`src/rtl/vecmat_pim_sched.sv`:
```
// Vector-matrix PIM row scheduler: issues rows to a fixed-latency PIM macro
// under credit control and buffers results in order for a ready/valid consumer.
//
// Ports:
//   clk, reset (sync, active-low)
//   cmd_valid/cmd_ready, cmd_base, cmd_len   : command (rows = cmd_len + 1)
//   pim_en, pim_addr, pim_data               : PIM macro side
//   res_valid/res_ready, res_data, res_addr,
//   res_last                                 : result stream
//   busy, done                               : status
module vecmat_pim_sched #(
  parameter int ADDR_W     = 5,
  parameter int DATA_W     = 18,
  parameter int PIM_LAT    = 2,
  parameter int FIFO_DEPTH = 4
) (
  input  logic              clk,
  input  logic              reset,
  input  logic              cmd_valid,
  output logic              cmd_ready,
  input  logic [ADDR_W-1:0] cmd_base,
  input  logic [ADDR_W-1:0] cmd_len,
  output logic [ADDR_W-1:0] pim_addr,
  output logic              pim_en,
  input  logic [DATA_W-1:0] pim_data,
  output logic              res_valid,
  input  logic              res_ready,
  output logic [DATA_W-1:0] res_data,
  output logic [ADDR_W-1:0] res_addr,
  output logic              res_last,
  output logic              busy,
  output logic              done
);

  localparam int PTR_W = $clog2(FIFO_DEPTH);
  localparam int CNT_W = PTR_W + 1;
  localparam logic [CNT_W:0] DEPTH_C =
    (CNT_W + 1)'(FIFO_DEPTH);

  typedef enum logic [1:0] {
    S_IDLE,
    S_ISSUE,
    S_DRAIN,
    S_DONE
  } state_e;

  state_e state_q, state_d;

  logic [ADDR_W-1:0] base_q, base_d;
  logic [ADDR_W-1:0] len_q, len_d;
  logic [ADDR_W-1:0] row_q, row_d;
  logic [ADDR_W-1:0] pim_addr_q, pim_addr_d;
  logic [CNT_W-1:0]  inflight_q, inflight_d;

  logic [PIM_LAT-1:0] tag_v_q, tag_v_d;
  logic [PIM_LAT-1:0] tag_last_q, tag_last_d;
  logic [ADDR_W-1:0]  tag_addr_q [PIM_LAT];
  logic [ADDR_W-1:0]  tag_addr_d [PIM_LAT];

  logic [DATA_W-1:0]     mem_data_q [FIFO_DEPTH];
  logic [DATA_W-1:0]     mem_data_d [FIFO_DEPTH];
  logic [ADDR_W-1:0]     mem_addr_q [FIFO_DEPTH];
  logic [ADDR_W-1:0]     mem_addr_d [FIFO_DEPTH];
  logic [FIFO_DEPTH-1:0] mem_last_q, mem_last_d;
  logic [PTR_W-1:0]      wr_ptr_q, wr_ptr_d;
  logic [PTR_W-1:0]      rd_ptr_q, rd_ptr_d;
  logic [CNT_W-1:0]      count_q, count_d;

  logic              credit_ok;
  logic              issue;
  logic [ADDR_W-1:0] issue_addr;
  logic              issue_last;
  logic              push;
  logic              nonempty;
  logic              pop;
  logic              head_last;

  // Rows in the PIM pipe plus rows buffered never exceed the buffer size,
  // so every PIM return always has a slot to land in.
  assign credit_ok  = ({1'b0, inflight_q} + {1'b0, count_q}) < DEPTH_C;
  assign issue      = (state_q == S_ISSUE) && credit_ok;
  assign issue_addr = base_q + row_q;
  assign issue_last = (row_q == len_q);
  assign push       = tag_v_q[PIM_LAT-1];
  assign nonempty   = (count_q != '0);
  assign pop        = nonempty && res_ready;
  assign head_last  = mem_last_q[rd_ptr_q];

  assign pim_en    = issue;
  assign pim_addr  = issue ? issue_addr : pim_addr_q;
  assign res_valid = nonempty;
  assign res_data  = nonempty ? mem_data_q[rd_ptr_q] : '0;
  assign res_addr  = nonempty ? mem_addr_q[rd_ptr_q] : '0;
  assign res_last  = nonempty && head_last;
  assign cmd_ready = (state_q == S_IDLE) && reset;
  assign busy      = (state_q != S_IDLE);
  assign done      = (state_q == S_DONE);

  always_comb begin
    state_d    = state_q;
    base_d     = base_q;
    len_d      = len_q;
    row_d      = row_q;
    pim_addr_d = pim_addr_q;

    unique case (state_q)
      S_IDLE: begin
        if (cmd_valid) begin
          base_d  = cmd_base;
          len_d   = cmd_len;
          row_d   = '0;
          state_d = S_ISSUE;
        end
      end
      S_ISSUE: begin
        if (issue) begin
          row_d      = row_q + ADDR_W'(1);
          pim_addr_d = issue_addr;
          if (issue_last) begin
            state_d = S_DRAIN;
          end
        end
      end
      S_DRAIN: begin
        if (pop && head_last) begin
          state_d = S_DONE;
        end
      end
      S_DONE: begin
        state_d = S_IDLE;
      end
      default: begin
        state_d = S_IDLE;
      end
    endcase
  end

  // Tag pipe mirrors the PIM latency so each return is tagged with its row.
  always_comb begin
    tag_v_d    = tag_v_q;
    tag_last_d = tag_last_q;
    tag_addr_d = tag_addr_q;

    tag_v_d[0]    = issue;
    tag_last_d[0] = issue_last;
    tag_addr_d[0] = issue_addr;
    for (int i = 1; i < PIM_LAT; i++) begin
      tag_v_d[i]    = tag_v_q[i-1];
      tag_last_d[i] = tag_last_q[i-1];
      tag_addr_d[i] = tag_addr_q[i-1];
    end

    inflight_d = inflight_q
               + CNT_W'(issue)
               - CNT_W'(push);
  end

  always_comb begin
    mem_data_d = mem_data_q;
    mem_addr_d = mem_addr_q;
    mem_last_d = mem_last_q;
    wr_ptr_d   = wr_ptr_q;
    rd_ptr_d   = rd_ptr_q;

    if (push) begin
      mem_data_d[wr_ptr_q] = pim_data;
      mem_addr_d[wr_ptr_q] = tag_addr_q[PIM_LAT-1];
      mem_last_d[wr_ptr_q] = tag_last_q[PIM_LAT-1];
      wr_ptr_d             = wr_ptr_q + PTR_W'(1);
    end
    if (pop) begin
      rd_ptr_d = rd_ptr_q + PTR_W'(1);
    end

    count_d = count_q
            + CNT_W'(push)
            - CNT_W'(pop);
  end

  always_ff @(posedge clk) begin
    if (!reset) begin
      state_q    <= S_IDLE;
      base_q     <= '0;
      len_q      <= '0;
      row_q      <= '0;
      pim_addr_q <= '0;
      inflight_q <= '0;
      tag_v_q    <= '0;
      tag_last_q <= '0;
      tag_addr_q <= '{default: '0};
      mem_data_q <= '{default: '0};
      mem_addr_q <= '{default: '0};
      mem_last_q <= '0;
      wr_ptr_q   <= '0;
      rd_ptr_q   <= '0;
      count_q    <= '0;
    end else begin
      state_q    <= state_d;
      base_q     <= base_d;
      len_q      <= len_d;
      row_q      <= row_d;
      pim_addr_q <= pim_addr_d;
      inflight_q <= inflight_d;
      tag_v_q    <= tag_v_d;
      tag_last_q <= tag_last_d;
      tag_addr_q <= tag_addr_d;
      mem_data_q <= mem_data_d;
      mem_addr_q <= mem_addr_d;
      mem_last_q <= mem_last_d;
      wr_ptr_q   <= wr_ptr_d;
      rd_ptr_q   <= rd_ptr_d;
      count_q    <= count_d;
    end
  end

endmodule

```
`config.mk`:
```
export PLATFORM = sky130hd
export DESIGN_NAME = vecmat_pim_sched
export DESIGN_NICKNAME = d
export VERILOG_FILES = /design/src/rtl/vecmat_pim_sched.sv
export SDC_FILE = /design/constraint.sdc
export NUM_CORES = 1
export LEC_CHECK = 0
export BUFFER_PORTS_ARGS = -buffer_cell sky130_fd_sc_hd__buf_2
export CAP_MARGIN = 20
export CORE_AREA = 4 4 107 109
export CTS_BUF_LIST = sky130_fd_sc_hd__clkbuf_8
export DETAILED_ROUTE_END_ITERATION = 12
export DIE_AREA = 0 0 111 113
export GPL_TIMING_DRIVEN = 0
export PLACE_DENSITY = 0.82
export SYNTH_ARGS = -nofsm -noshare
export SYNTH_HDL_FRONTEND = slang
export SYNTH_SLANG_ARGS = --single-unit
```
`constraint.sdc`:
```
create_clock -name clk -period 6.95 [get_ports clk]
set_input_delay 1.39 -clock clk [delete_from_list [all_inputs] [get_ports clk]]
set_output_delay 1.39 -clock clk [all_outputs]
set_load 0.005 [all_outputs]
```
## Word level (Yosys, flattened, before mapping)

Index checks and enable logic that the tools add are counted.

- Bits in registers: 142
- Bits of input ports: 32
- Output and inout port bits: 34
- Word-level logic and storage cells: 90

- Add/sub/neg operators: 9
- $lt $le $gt $ge: 7
- Equality and inequality tests: 8
- Multiplexer cells: 28
- Bitwise logic cells: 2
- Reduce and logical (&&, ||, !) cells: 14

Operator list:

| operator | number |
|---|---|
| 72-bit bitwise mux | 1 |
| 18-bit 2-to-1 mux | 4 |
| 18-bit binary-select mux with 2-bit select | 1 |
| 18-bit demux with 2-bit select | 1 |
| 5-bit 2-to-1 mux | 7 |
| 20-bit bitwise mux | 1 |
| 5-bit binary-select mux with 2-bit select | 1 |
| 5-bit demux with 2-bit select | 1 |
| 5-bit case mux with 2 select lines | 1 |
| 2-bit 2-to-1 mux | 4 |
| 2-bit inequality test (second input constant) | 4 |
| 2-bit case mux with 4 select lines | 1 |
| 1-bit logical AND | 7 |
| 3-bit by 1-bit adder with 3-bit output | 2 |
| 3-bit >= comparator (second input constant) | 2 |
| 2-bit by 3-bit < comparator with 1-bit output (second input constant) | 2 |
| 2-bit inverter with 3-bit output | 2 |
| 3-bit by 1-bit subtractor with 3-bit output | 2 |
| 5-bit by 1-bit adder with 5-bit output (second input constant) | 1 |
| 5-bit adder | 1 |
| 5-bit == test | 1 |
| 2-bit by 1-bit adder with 2-bit output (second input constant) | 2 |
| 3-bit by 3-bit adder with 4-bit output | 1 |
| 4-bit bitwise mux | 1 |
| other kinds (14) | 17 |

## Logic depth before layout (Yosys ltp)

Gate-level depths: netlist of the first run.

- Depth in word-level cells: 6
- Gate-level depth with buffers: 11
- Mapped depth without buffers: 10

## Least setup slack after synthesis of the first run

Ideal clock, no wire load.

- Kind: in2out
- From: input reset
- To: output cmd_ready
- Arrival: 2031 ps
- Data required time: 5560 ps
- Slack: 3529 ps
- Cell stages on the path: 4
- Buffers on the path: 2
- Cell sequence: clkbuf_1 -> inv_2 -> clkbuf_1 -> nor2_1

- Longest elaborated chain between the ends: 1

Ends and longest elaborated chain:

| what | line | source |
|---|---|---|
| start: declaration | 18 | `input logic reset,` |
| 1-bit logical AND | 95 | `assign cmd_ready = (state_q == S_IDLE) && reset;` |
| end: declaration | 20 | `output logic cmd_ready,` |

No other way between the ends.

## Worst setup path after layout of the first run

- From: register row_q[0]
- To: output pim_addr[4]

- Longest elaborated chain between the ends: 2

Ends and longest elaborated chain:

| what | line | source |
|---|---|---|
| start: declaration | 51 | `logic [ADDR_W-1:0] row_q, row_d;` |
| start signal: assignment | 201 | `row_q <= row_d;` |
| 5-bit adder | 82 | `assign issue_addr = base_q + row_q;` |
| 5-bit 2-to-1 mux | n/a |  |
| end: declaration | 23 | `output logic [ADDR_W-1:0] pim_addr,` |

No other way between the ends.

==> results of run 1 <==
[state kept, by name, indices dropped and copies added, names as in the netlist]
name        flops
mem_data_q     72
mem_addr_q     20
base_q          5
len_q           5
pim_addr_q      5
row_q           5
tag_addr_d      5
tag_addr_q      5
mem_last_q      4
count_q         3
inflight_q      3
rd_ptr_q        2
state_q         2
tag_last_q      2
tag_v_q         2
wr_ptr_q        2
[worst max-delay path, stage by stage (launching register included)]
cell	delay, ns
dfxtp_1	0.40
ha_1	0.25
fa_1	0.41
a21o_1	0.18
a21oi_1	0.19
xnor2_1	0.13
mux2_2	0.30
buf_2	0.14
[through the flow]
| step | worst slack, ns | instance area [µm²] | total power (W) | utilization, % |
|---|---|---|---|---|
| final | 3.12 | 7170 | 0.00222 | 67.6 |
| after global routing | 2.99 | 7170 | 0.00232 | 67.6 |
| after CTS | 3.09 | 7170 | 0.00223 | 67.6 |
| after detailed placement | 3.14 | 6680 | 0.00143 | 63.0 |
| after global placement | 3.14 | 6680 | 0.00139 | 63.0 |
| after floorplan | 3.53 | 6180 | 0.00128 | - |
[worst max path at each step]
stage                   to  slack (ns)  cells after the start
5_1_grt          cmd_ready        2.99                      5
2_1_floorplan    cmd_ready        3.53                      4
3_3_place_gp     cmd_ready        3.14                      5
4_1_cts        pim_addr[4]        3.09                      7
3_5_place_dp     cmd_ready        3.14                      5
6_report       pim_addr[4]        3.12                      7
[cell usage after synthesis, types with 2 or more instances]
cell type and instances:
nor2_1 14, xnor2_1 11, a211oi_1 2, clkbuf_1 29
nand2_1 227, a21o_1 2, dfxtp_1 142, a21oi_1 110
mux4_2 24, buf_1 3, o21ai_0 2, nand3_1 3
and2_1 51, mux2_2 6, inv_1 14, xor2_1 8
ha_1 20, fa_1 3, mux2i_1 3, buf_4 2
buf_2 14
[cells by family (layout without fill, tap and decap cells)]
logic type               count (synthesis)  after routing  share of synthesized area, %
AO/OA/AOI/OAI                          122            122                          10.3
XOR/XNOR                                19             19                          2.69
adder cells (fa/ha/maj)                 23             23                          5.02
buffers and inverters                   64            159                          4.41
flip-flops                             142            142                          46.0
multiplexers                            33             33                          10.3
AND/OR/NAND/NOR                        305            305                          21.2
[cell type report]
cell class	instances	area, µm²
Clock buffer	18	248
Tap cell	140	175
Inverter	15	56.3
Multi-Input combinational cell	502	3070
Sequential cell	142	2840
Fill cell	814	3430
Clock inverter	13	245
Buffer	49	216
Timing Repair Buffer	64	320
[power by group]
| group | total (W) | internal (W) | switching [W] |
|---|---|---|---|
| combinational | 0.000502 | 0.000212 | 0.000290 |
| sequential | 0.000909 | 0.000869 | 0.0000394 |
| clock | 0.000813 | 0.000504 | 0.000309 |
| total | 0.00222 | 0.00158 | 0.000639 |
[per-layer routing]
layer / up-vias / share of wire, % / GRT usage, % / wire (µm)
met1: 2416 / 39 / 28.2 / 5830
met4: 2 / 2.3 / 9.69 / 342
met5: - / 0.046 / 0 / 7
met3: 37 / 8.6 / 7.11 / 1310
met2: 234 / 51 / 43.2 / 7650
li1: 2493 / - / - / -
==> impl_metrics.tcl, run 1 <==
set metrics [dict create \
    critical_path_class "reg2out" \
    yosys.area.top_type "dfxtp_1" \
    ys.flop_type "dfxtp_1" \
    cp.required_ns 5.56 \
    final_common_cell "nand2_1" \
    r2r_end "count_q[2]" \
    slew_violations 0 \
    cts_buffer_depth 2 \
    whs_ns 0.436 \
    tns_ns 0 \
    num_vias 5182 \
    ys_ff_latch 142 \
    synthesis.nets 763 \
    gp_congestion 0.834 \
    pin_count 66 \
    viasPerCell 5.50 \
    fp.dieArea_um2 12500 \
    post_cts_buffers 0 \
    whs_endpoint "tag_addr_q[0]" \
    fmax_mhz 261 \
    die_h_um 113 \
    cts_hold_buf 0 \
    final_cell_mix "nand2_1 (227), dfxtp_1 (142), a21oi_1 (110), buf_2 (78), and2_1 (51)" \
    synthTopCellsByArea "dfxtp_1 (46%), nand2_1 (14%), a21oi_1 (8.9%), mux4_2 (8.7%), and2_1 (5.2%)" \
    maxSlewHeadroom_pct 54.1 \
    yosysWarnings 0 \
    r2r_start "count_q[1]" \
    syn_area_per_cell_um2 8.73 \
    clk_pin_slew_ns 0.07 \
    antenna_left 0 \
    row_count 38 \
    ys_types 39 \
    grt_usage_pct 24.5 \
    cp-end-kind "primary output" \
    synth_area_um2 6180 \
    critPathLaunch "row_q[0]" \
    dp_cells 912 \
    r2r_slack_ns 4.34 \
    min_from "tag_addr_d[0]" \
    drt-initial-drc-count 435 \
    wirelength_um 15100 \
    ir_drop_v 0.000236 \
    r2r_cells 11 \
    wl_per_cell_um 16.0 \
    synth_top_area_share_pct 46.0 \
    drtPass1Iterations 10 \
    grt_antenna_before_repair 1 \
    route.detailed.drc 0 \
    synth_edf_count 0 \
    portBuffers 64 \
    grt_max_degree 17 \
    cp_max_fo 6 \
    insertion_delay_ns 0.45 \
    hold_viol 0 \
    outcome "completed" \
    p_per_area_nw_per_um2 310 \
    finalCritPeriodShare_pct 55.2 \
    worstMarginPinSlew_ns 0.689 \
    htree_levels 4 \
    grt_pass1_vias 5271 \
    place_hpwl_um 10600 \
    total_leakage_power_nw 2.83 \
    layout.nets 846 \
    syn_to_final_growth_pct 16.0 \
    start_util_pct 58.3 \
    die_w_um 111 \
    setup_viol 0 \
    hold_class "reg2reg" \
    core_area_um2 10600 \
    ctsResizeCount 0 \
    cts_sinks 142 \
    grt_overflow_total 0 \
    rsz0062_at_grt "false" \
    hold_depth 1 \
    tritoncts "yes" \
    clock_skew_ns 0.00603 \
    cts-root-buf "clkbuf_8" \
    synth_cells 708 \
    cts_buffers 17 \
    ys_seq_area_share_pct 46.0 \
    max-cap-violations 0 \
    finalCriticalPeriod_ns 3.83 \
    async_flop_share_pct 0 \
    insertedDiodeCount 0 \
    instances_no_fill 943 \
    worst-endpoint-arrival_ns 2.44 \
    drive_gt1_share_pct 18.3 \
    grt_pass1_wl_um 24700 \
    cp-start-kind "flip-flop" \
]
Power figures use the tool's default switching activity.
==> inputs of run 2 (changes only) <==
- CORE_AREA: 4 4 107 109 -> 4 4 112 114
- DIE_AREA: 0 0 111 113 -> 0 0 116 118
- PLACE_DENSITY: 0.82 -> 0.79
- clock period: 6.95 -> 3.5 ns (I/O delays scaled with it)
==> impl_metrics.tcl, run 2 (synthesis results as in run 1) <==
set metrics [dict create \
    outcome "completed" \
    pin_count 66 \
    whs_ns 0.438 \
    cp.required_ns 2.80 \
    core_area_um2 11400 \
    gp_congestion 0.844 \
    regMostFlops "mem_data_q" \
    slew_violations 0 \
    tns_ns 0 \
    cpMaxStageDelayCell "dfxtp_1" \
    cts_buffers 17 \
    setup_viol 0 \
    min_from "tag_addr_d[1]" \
    tritoncts "yes" \
    htree_levels 4 \
    grt_pass1_vias 5289 \
    slowest_delay_ns 0.40 \
    cp_max_fo 6 \
    finalCritPeriodShare_pct 87.7 \
    viasPerCell 5.40 \
    critical_path_class "reg2out" \
    layout.nets 846 \
    wirelength_um 15000 \
    r2r_start "count_q[1]" \
    p_per_area_nw_per_um2 568 \
    final_common_cell "nand2_1" \
    r2r_end "count_q[2]" \
    crit_family "adder cells" \
    post_cts_buffers 0 \
    num_vias 5104 \
    r2r_cells 11 \
    clk_pin_slew_ns 0.07 \
    cts_sinks 142 \
    cp-start-kind "flip-flop" \
    path_buf_inv 1 \
    insertion_delay_ns 0.45 \
    antenna_left 0 \
    drt-initial-drc-count 316 \
    row_count 39 \
    syn_to_final_growth_pct 13.9 \
    drtPass1Iterations 5 \
    ctsResizeCount 0 \
    rsz0062_at_grt "false" \
    finalCriticalPeriod_ns 3.07 \
    drive_gt1_share_pct 18.3 \
    largestRegisters "mem_data_q x72, mem_addr_q x20" \
    crit_path_cell_trace "ha_1 -> fa_1 -> a21o_1 -> a21oi_1 -> xnor2_1 -> mux2_2 -> buf_2" \
    fmax_mhz 326 \
    grt_antenna_before_repair 1 \
    grt_max_degree 17 \
    worstMarginPinSlew_ns 0.682 \
    portBuffers 64 \
    place_hpwl_um 10900 \
    total_leakage_power_nw 2.79 \
    cp-end-kind "primary output" \
    max-cap-violations 0 \
    r2r_slack_ns 0.94 \
    cts-root-buf "clkbuf_8" \
    maxSlewHeadroom_pct 54.5 \
    largest_reg_flops 72 \
    grt_usage_pct 23.0 \
    die_h_um 118 \
    hold_viol 0 \
    fp.dieArea_um2 13700 \
    cts_hold_buf 0 \
    cts_buffer_depth 2 \
    clock_skew_ns 0.00990 \
    worst-endpoint-arrival_ns 2.37 \
    wl_per_cell_um 15.8 \
    start_util_pct 54.1 \
    grt_overflow_total 0 \
    route.detailed.drc 0 \
    grt_pass1_wl_um 24700 \
    total_power_w 0.00399 \
    insertedDiodeCount 0 \
    whs_endpoint "tag_addr_q[1]" \
    hold_class "reg2reg" \
    hold_depth 1 \
    final_cell_mix "nand2_1 (227), dfxtp_1 (142), a21oi_1 (110), buf_2 (78), and2_1 (51)" \
    critPathLaunch "row_q[0]" \
    ir_drop_v 0.000410 \
    die_w_um 116 \
]
==> run 2: power by group <==
part	internal, W	switching, W
Clock	0.000617	0.000589
Sequential	0.00173	0.0000795
Combinational	0.000422	0.000560
==> run 2: worst max path at each step <==
stage | slack, ns | depth (start not counted) | endpoint
floorplan | 1.12 | 11 | count_q[2]
global placement | 0.96 | 7 | pim_addr[4]
detailed placement | 0.92 | 7 | pim_addr[4]
CTS | 0.41 | 7 | pim_addr[4]
global route | 0.33 | 7 | pim_addr[4]
finish | 0.43 | 7 | pim_addr[4]
==> run 2: area by class of cell <==
class	count	area (µm²)
buffer	49	216
clock buffer	21	289
clock inverter	9	68.8
fill	961	4380
inverter	15	56.3
multi-input combinational	502	3070
sequential	142	2840
tap	143	179
timing repair buffer	64	320
==> run 2: metrics by stage <==
step	std cells	instance area, µm²	util, %	worst slack (ns)
5_1_grt	945	7040	61.6	0.327
4_1_cts	945	7040	61.6	0.408
3_5_place_dp	915	6680	58.5	0.923
3_3_place_gp	915	6680	58.5	0.961
2_1_floorplan	708	6180	-	1.12
6_report	945	7040	61.6	0.430
==> run 2: worst register-to-register path: stages, from the launching register on <==
cell and delay [ns]:
dfxtp_1 0.35, or3_1 0.36, buf_2 0.18, and2_4 0.17
buf_6 0.12, ha_1 0.26, inv_1 0.04, ha_1 0.18
fa_1 0.39, xnor2_1 0.19, xnor2_1 0.14, nor2_1 0.05
==> run 2: per-layer routing <==
| layer | routed length, µm | vias up | track usage (%) |
|---|---|---|---|
| li1 | - | 2493 | - |
| met1 | 6140 | 2407 | 27.2 |
| met2 | 7500 | 168 | 38.2 |
| met3 | 990 | 34 | 6.63 |
| met4 | 307 | 2 | 10.2 |
| met5 | 16 | - | 0 |
==> inputs of run 3 (changes only) <==
- CORE_AREA: 4 4 112 114 -> 4 4 113 115
- CTS_BUF_LIST: sky130_fd_sc_hd__clkbuf_8 -> unset
- DIE_AREA: 0 0 116 118 -> 0 0 117 119
- PLACE_DENSITY: 0.79 -> 0.77
==> impl_metrics.tcl, run 3 (synthesis results as in run 1) <==
set metrics [dict create \
    outcome "completed" \
    use_met2_pct 40.7 \
    cts_hold_buf 0 \
    rsz0062_at_grt "false" \
    whs_endpoint "tag_addr_q[4]" \
    r2r_start "count_q[1]" \
    final_common_cell "nand2_1" \
    clock_skew_ns 0.0107 \
    r2r_cells 11 \
    layout.nets 846 \
    cts-root-buf "clkbuf_16" \
    max-cap-violations 0 \
    wl_per_cell_um 16.1 \
    htree_levels 4 \
    nFillCells 990 \
    slew_violations 0 \
    grt_pass1_wl_um 25500 \
    grt_util_met3_pct 5.49 \
    met1_usage_pct 28.1 \
    drtPass1Iterations 6 \
    regMostFlops "mem_data_q" \
    core_area_um2 11800 \
    total_leakage_power_nw 2.86 \
    place_area_um2 6690 \
    row_count 40 \
    worstMarginPinSlew_ns 0.734 \
    grt_usage_pct 23.5 \
    drive_gt1_share_pct 18.7 \
    r2r_end "count_q[2]" \
    cp.required_ns 2.80 \
    grt_pass1_vias 5314 \
    insertion_delay_ns 0.43 \
    final_util_pct 61.5 \
    grt_overflow_total 0 \
    r2r_slack_ns 0.92 \
    instances_no_fill 952 \
    place_hpwl_um 10800 \
    p_per_area_nw_per_um2 624 \
    largest_reg_flops 72 \
    largestRegisters "mem_data_q x72, mem_addr_q x20" \
    die_h_um 119 \
    route.detailed.drc 0 \
    cp_max_fo 6 \
    viasPerCell 5.40 \
    cts_sinks 142 \
    tns_ns 0 \
    worst-endpoint-arrival_ns 2.38 \
    critical_path_class "reg2out" \
    cts_buffer_depth 2 \
    clk_pin_slew_ns 0.06 \
    dp_cells 919 \
    cp-end-kind "primary output" \
    final_cell_mix "nand2_1 (227), dfxtp_1 (142), a21oi_1 (110), buf_2 (78), and2_1 (51)" \
    tritoncts "yes" \
    top_usage_layer "met2" \
    portBuffers 64 \
    die_w_um 117 \
    hold_depth 1 \
    grt_antenna_before_repair 0 \
    final_area_um2 7260 \
    grt_max_degree 17 \
    hold_class "reg2reg" \
    ctsResizeCount 0 \
    fp.dieArea_um2 13900 \
    ir_drop_v 0.000354 \
    syn_to_final_growth_pct 17.4 \
    maxSlewHeadroom_pct 51.1 \
    fmax_mhz 325 \
    num_vias 5144 \
    wirelength_um 15400 \
    min_from "tag_addr_d[4]" \
    cp-start-kind "flip-flop" \
    pin_count 66 \
    finalCriticalPeriod_ns 3.08 \
    start_util_pct 52.3 \
    drt-initial-drc-count 364 \
    setup_viol 0 \
    gp_congestion 0.838 \
    post_cts_buffers 0 \
    hold_viol 0 \
    finalCritPeriodShare_pct 87.9 \
    antenna_left 0 \
    cts_buffers 17 \
]
[run 3: cell types whose count changed in the layout (fill, tap and decap cells not counted)]
cell,change
clkinvlp_4,+4
diode_2,+1
inv_1,-1
clkbuf_8,-17
clkinv_2,-1
clkbuf_16,+17
[run 3: layer usage]
metal | vias up | wire [µm] | part of all wire (%)
met4 | 0 | 246 | 1.6
met3 | 27 | 955 | 6.2
met2 | 179 | 7930 | 52
met5 | - | 0 | 0
li1 | 2492 | - | -
met1 | 2446 | 6220 | 41
[run 3: per-stage QoR]
step,total power (W),setup WS (ns),hold slack (ns)
3_3_place_gp,0.00277,0.957,0.418
3_5_place_dp,0.00282,0.889,0.421
6_report,0.00453,0.422,0.432
4_1_cts,0.00454,0.426,0.436
5_1_grt,0.00475,0.345,0.461
2_1_floorplan,0.00253,1.12,0.412
[run 3: area by class of cell]
| class | instances | area, µm² | area share, % |
|---|---|---|---|
| Multi-Input combinational cell | 502 | 3070 | 42.2 |
| Sequential cell | 142 | 2840 | 39.2 |
| Clock buffer | 21 | 480 | 6.62 |
| Timing Repair Buffer | 64 | 320 | 4.41 |
| Buffer | 49 | 216 | 2.98 |
| Tap cell | 147 | 184 | 2.53 |
| Clock inverter | 11 | 90.1 | 1.24 |
| Inverter | 15 | 56.3 | 0.776 |
| Antenna cell | 1 | 2.50 | 0.0345 |
[run 3: how the worst max path moves through the flow]
stage / from / to / slack, ns / cells after the start
floorplan: count_q[1] / count_q[2] / 1.12 / 11
global placement: row_q[0] / pim_addr[4] / 0.96 / 7
detailed placement: row_q[0] / pim_addr[4] / 0.89 / 7
CTS: row_q[0] / pim_addr[4] / 0.43 / 7
global route: row_q[0] / pim_addr[4] / 0.35 / 7
finish: row_q[0] / pim_addr[4] / 0.42 / 7
[run 3: worst max-delay path: stages, from the launching register on]
cell and delay (ns):
dfxtp_1 0.39, ha_1 0.25, fa_1 0.41, a21o_1 0.18
a21oi_1 0.18, xnor2_1 0.11, mux2_2 0.29, buf_2 0.13
[run 3: where the power goes]
group	total [W]	internal, W	switching, W
registers	0.00181	0.00173	0.0000803
clock network	0.00173	0.00104	0.000691
logic	0.000986	0.000420	0.000566
